===== src/rtl/intersection_ctrl.sv =====
// Two-approach intersection sequencer: main road A rests in green, side road B is served on a
// latched sensor request. One internal down-counter times every interval.
//
// state | meaning
// ------+-----------------------------------------------
// A_GRN | main road green, rests here until a request
// A_YEL | main road yellow
// AR_A  | all-red clearance after A
// B_GRN | side road green, fixed length
// B_YEL | side road yellow
// AR_B  | all-red clearance after B (reset state)
module intersection_ctrl #(
   parameter int TW = 16
) (
   input  logic          clk,
   input  logic          rst,
   input  logic          sense_b,
   input  logic [TW-1:0] g_time,
   input  logic [TW-1:0] y_time,
   input  logic [TW-1:0] ar_time,
   output logic [2:0]    light_a,
   output logic [2:0]    light_b,
   output logic          req_pending,
   output logic [5:0]    state_oh
);

   typedef enum logic [5:0] {
      A_GRN = 6'b000001,
      A_YEL = 6'b000010,
      AR_A  = 6'b000100,
      B_GRN = 6'b001000,
      B_YEL = 6'b010000,
      AR_B  = 6'b100000
   } state_t;

   localparam logic [2:0] LT_GRN = 3'b100;
   localparam logic [2:0] LT_YEL = 3'b010;
   localparam logic [2:0] LT_RED = 3'b001;

   // Held as a plain vector so any bit pattern, including illegal ones, can be represented.
   logic [5:0]    state;
   logic [5:0]    state_nx;
   logic [TW-1:0] timer;
   logic [TW-1:0] timer_nx;
   logic          req_q;
   logic          req_nx;
   logic          expired;
   logic          enter_b;

   assign expired = (timer == '0);

   always_ff @(posedge clk or posedge rst) begin
      if (rst) begin
         state <= AR_B;
         timer <= '0;
         req_q <= 1'b0;
      end else begin
         state <= state_nx;
         timer <= timer_nx;
         req_q <= req_nx;
      end
   end

   always_comb begin
      state_nx = state;
      timer_nx = expired ? '0 : timer - 1'b1;
      enter_b  = 1'b0;
      light_a  = LT_RED;
      light_b  = LT_RED;
      case (state)
         A_GRN: begin
            light_a = LT_GRN;
            if (expired && req_q) begin
               state_nx = A_YEL;
               timer_nx = y_time;
            end
         end
         A_YEL: begin
            light_a = LT_YEL;
            if (expired) begin
               state_nx = AR_A;
               timer_nx = ar_time;
            end
         end
         AR_A: begin
            if (expired) begin
               state_nx = B_GRN;
               timer_nx = g_time;
               enter_b  = 1'b1;
            end
         end
         B_GRN: begin
            light_b = LT_GRN;
            if (expired) begin
               state_nx = B_YEL;
               timer_nx = y_time;
            end
         end
         B_YEL: begin
            light_b = LT_YEL;
            if (expired) begin
               state_nx = AR_B;
               timer_nx = ar_time;
            end
         end
         AR_B: begin
            if (expired) begin
               state_nx = A_GRN;
               timer_nx = g_time;
            end
         end
         default: begin
            // Corrupted state: both groups stay red and recover through a full clearance.
            state_nx = AR_B;
            timer_nx = ar_time;
         end
      endcase
   end

   // Entering B_GRN serves the request; clearing wins over a coincident sensor hit.
   assign req_nx      = enter_b ? 1'b0 : (req_q | sense_b);
   assign req_pending = req_q;
   assign state_oh    = state;

endmodule


===== config.mk =====
export PLATFORM = sky130hd
export DESIGN_NAME = intersection_ctrl
export DESIGN_NICKNAME = d
export VERILOG_FILES = /design/src/rtl/intersection_ctrl.sv
export SDC_FILE = /design/constraint.sdc
export NUM_CORES = 1
export LEC_CHECK = 0
export ABC_AREA = 0
export CORE_UTILIZATION = 41
export CTS_CLUSTER_SIZE = 24
export DETAILED_ROUTE_END_ITERATION = 10
export DONT_BUFFER_PORTS = 1
export SYNTH_ARGS = -nofsm -noshare
export SYNTH_HDL_FRONTEND = slang
export SYNTH_SLANG_ARGS = --single-unit

===== constraint.sdc =====
create_clock -name clk -period 2.43 [get_ports clk]
set_clock_uncertainty 0.1 [all_clocks]
set_input_delay 0.6075 -clock clk [delete_from_list [all_inputs] [get_ports clk]]
set_output_delay 0.6075 -clock clk [all_outputs]
set_load 0.1 [all_outputs]

**Word level (Yosys, flattened, before mapping)**

Cells that the tools add are included.
Widths: inputs -> output; s select.

- Output and inout bits: 13
- Bits of input ports: 51
- Bits in registers: 23
- Logic and storage cells: 40

- Equal/unequal tests: 12
- Reductions and logical operators: 5
- Muxes and demuxes: 18
- Bitwise gates (word level): 1
- Add/subtract/negate cells: 1

Operators by type and width:

| operator | count |
|---|---|
| $mux 16 | 5 |
| $pmux 16 s4 | 1 |
| $mux 6 | 6 |
| $pmux 6 s6 | 1 |
| $logic_not 16->1 | 1 |
| $sub 16x1->16 const B | 1 |
| $ne 2x2->1 const B | 6 |
| $pmux 3 s2 | 2 |
| $eq 6x1->1 const B | 1 |
| $eq 6x2->1 const B | 1 |
| $eq 6x3->1 const B | 1 |
| $eq 6x4->1 const B | 1 |
| $eq 6x5->1 const B | 1 |
| $eq 6x6->1 const B | 1 |
| $reduce_and 6->1 | 1 |
| $reduce_or 2->1 | 2 |
| $mux 1 | 3 |
| $logic_and 1x1->1 | 1 |
| $or 1x1->1 | 1 |

**Longest topological paths before layout**

- Depth after elaboration: 4
- Depth in mapped cells: 8
- Gate-level depth less buffers: 7

**Least setup slack after synthesis**

Ideal clock, no wire load.

- Path type: reg2out
- Start: register state[1], in the netlist state_oh[1]
- End: output port light_b[0]
- Arrival: 3.273 ns
- Stages on the path, launching flop included: 6
- Setup slack: -1.550 ns
- Path buffers: 1
- Required time: 1.722 ns
- Cells stage by stage: dfrtp_1 -> buf_2 -> nor3_1 -> nand3_1 -> inv_1 -> nor2_1

- Longest elaborated chain between the ends: 2
- Elaborated cells on any way between the ends: 3
- Classes of those cells: 2 x eq/ne; 1 x mux

RTL lines:

| what | RTL line | text |
|---|---|---|
| start: declaration | 41 | `logic [5:0] state;` |
| start signal: assignment | 58 | `state <= state_nx;` |
| $eq 6x5->1 or $eq 6x4->1 (tied branches) | 70 | `case (state)` |
| $pmux 3 s2 * | 70 |  |
| end: declaration | 22 | `output logic [2:0] light_b,` |

Every way passes the cells marked *; elsewhere a longest branch is shown, timed or not.

**Final worst setup path**

- Start: register state[3], in the netlist state_oh[3]
- End: output port light_a[0]

- Longest elaborated chain between the ends: 2
- Elaborated cells on any way between the ends: 3
- Classes of those cells: 2 x eq/ne; 1 x mux

RTL lines:

| what | RTL line | text |
|---|---|---|
| $eq 6x2->1 or $eq 6x1->1 (tied branches) | 70 |  |
| $pmux 3 s2 * | 70 |  |
| end: declaration | 21 | `output logic [2:0] light_a,` |

Marks and branches as above.

==> run metrics <==
antenna violations before repair=0; Post-Synthesis Net Count=263; Pwr per Cell Area=796 nW/µm²; register area=594 µm²; CP startpoint=state_oh[3]; clock tree buffer depth=2; Reg clk slew, reported paths=0.09 ns; R2R Path Start=state_oh[5]; CORE AREA=4380 µm²; Placer Congestion=0.902; RSZ-0062 raised after global routing=true; drt first-iter violations=113; Period minus WS final=2.37 ns; area of the multi-input gates=1250 µm²; H-tree Lvls=1; Unique masters post-synth=48; Reg2Reg Setup Slack=0.13 ns; f_max=423 MHz; crit share post-route=97.3%; clk sinks=23; first-pass GRT wire length=8510 µm; status=complete, no violations; r2r worst-path depth=5; num ports=64; Max FO, Critical Path=10; Finish-stage setup viols=0; die span in y=69.6 µm; DRC viols=0; detailed-route wire length per cell=19.1 µm; Inserted Clock Buffers=3; filler cell count=416; max cap viols=0; Slew Limit Headroom=59.9%; vias in the first global route=1747; CTS Root Cell=clkbuf_8; die footprint=4850 µm²; Least-Margin Pin Slew=0.600 ns; Final Hold Vio Count=0; VDD IR max=0.000404 V; Finished Layout Cells=275; reg2reg end=timer[0]; commonest non-fill, non-tap cell in the layout=nand2_1; Place WS=0.00264 ns; grt total ovfl=0; layout cells sized above 1=31.4%; hold crit path type=in2async; critical path startpoint category=flop; PortBufs=0; area grow syn2layout=21.2%; number of synthesized register bits=23; cell total after placement=269; CP Class=reg2out; Cells after Synth=210; nets@finish=277; CTS tree=done; Core Util, Final=51.9%; pin count of the biggest net entering global routing=16; Arr. time, crit path=1.66 ns; clk_lat worst skew=0.27 ns; mean number of vias per cell=6.30; Mapped Area=1880 µm²; Detailed Route WL=5260 µm; most frequent cells in the layout=nand2_1 (21), buf_4 (18), dfrtp_1 (17), a222oi_1 (14), nand3_1 (13); fin worst setup slack=0.0647 ns; Via Count=1733; Ant. Diodes=0; Antenna Nets Post-Route=0; Final Instance Area=2270 µm²; # hold bufs at CTS=0; Slew Limit Fails=0; Initial Util=42.8%; Ys Warns=0; gr usage total=21.8%; CP Capture Point=light_a[0]; Area after DPL=2160 µm²; Required @ worst endpoint=1.72 ns; Post-DP HPWL=4080 µm; leakage power=0.000943 µW; Rows=24; worst hold margin=0.166 ns; Mapped Avg Cell Area=8.93 µm²; crit end category=output pin; register area share after synthesis=30.8%; drt first pass iters=6; die width=69.6 µm
## worst min path at each step
stage / from / to / slack, ns
after global routing: rst / timer[10] / 0.20
after global placement: timer[0] / timer[0] / 0.43
after detailed placement: timer[0] / timer[0] / 0.44
final: rst / state_oh[2] / 0.17
after CTS: rst / timer[10] / 0.18
after floorplan: timer[0] / timer[0] / 0.38
## final cells by class
type                       count  share of cell area (%)
tap                           52                    2.86
timing repair buffer          26                    12.3
multi-input combinational    161                    54.9
sequential                    23                    26.1
inverter                       9                    1.82
clock buffer                   4                    1.98
## synth_stat cells, drive strengths merged
cell type | number | share of area, %
o22ai | 2 | 0.67
clkbuf | 8 | 1.6
or4 | 4 | 1.8
xnor2 | 4 | 1.9
a21boi | 3 | 1.2
nand4bb | 1 | 0.60
o21a | 2 | 0.80
ha | 2 | 1.3
or4b | 1 | 0.53
or3b | 1 | 0.47
nor2b | 2 | 0.67
nor4 | 6 | 3.1
a222oi | 14 | 7.5
xor2 | 10 | 4.7
a41o | 1 | 0.53
and2 | 4 | 1.3
mux2i | 1 | 0.53
nor2 | 12 | 2.4
buf | 9 | 3.2
and4b | 2 | 1.1
nand4b | 1 | 0.47
o211ai | 13 | 7.9
a221oi | 3 | 1.4
nand2 | 22 | 4.4
and4bb | 1 | 0.67
dfstp | 1 | 1.4
o21ai | 11 | 2.9
inv | 9 | 1.8
nor3 | 4 | 1.1
or3 | 3 | 1.0
o31ai | 4 | 1.6
or2 | 1 | 0.33
and3 | 2 | 0.67
a211oi | 1 | 0.40
nor4b | 6 | 3.8
nor3b | 1 | 0.40
dfrtp | 22 | 29
nand3 | 15 | 4.3
a21oi | 1 | 0.27
## kinds of logic (layout without fill, tap and decap cells)
group / after synthesis / count (layout) / synth area share (%)
compound gates: 55 / 55 / 25.1
buf+inv: 26 / 39 / 6.60
mux: 1 / 1 / 0.534
xor+xnor: 14 / 14 / 6.54
fa+ha+maj: 2 / 2 / 1.33
flops: 23 / 23 / 30.8
simple gates: 89 / 89 / 29.1
## flip-flops by register name (all words and copies together), names as in the netlist
register     count
state_oh         6
timer           16
req_pending      1
## metal layers
layer / vias to the layer above / GRT usage (%) / part of all wire [%] / routed length, µm
li1: 836 / - / - / -
met1: 819 / 28.8 / 43 / 2260
met2: 76 / 38.1 / 50 / 2640
met3: 2 / 3.49 / 6.6 / 347
met4: 0 / 4.00 / 0.29 / 15
met5: - / 0 / 0 / 0
## per-stage QoR
step / total power (µW) / TNS, ns
after floorplan: 1340 / -1.04
after global placement: 1520 / 0
after detailed placement: 1550 / 0
after CTS: 1800 / 0
after global routing: 1950 / -0.00771
final: 1810 / 0
## what timing repair did
item | CTS | global route
buffers inserted | 0 | 2
gates resized for setup | 3 | 8
setup endpoints to repair | 5 | 6
pin swaps | 0 | 2
## critical path, cell delays in order (launching register included)
cell and delay (ns):
dfrtp_4 0.56, nor4b_2 0.34, and2_2 0.27, nor2_4 0.06, buf_12 0.16
## power breakdown
part | internal, µW | switching [µW]
registers | 529 | 181
logic | 418 | 438
clock network | 117 | 127
(Power assumes the default switching activity.)
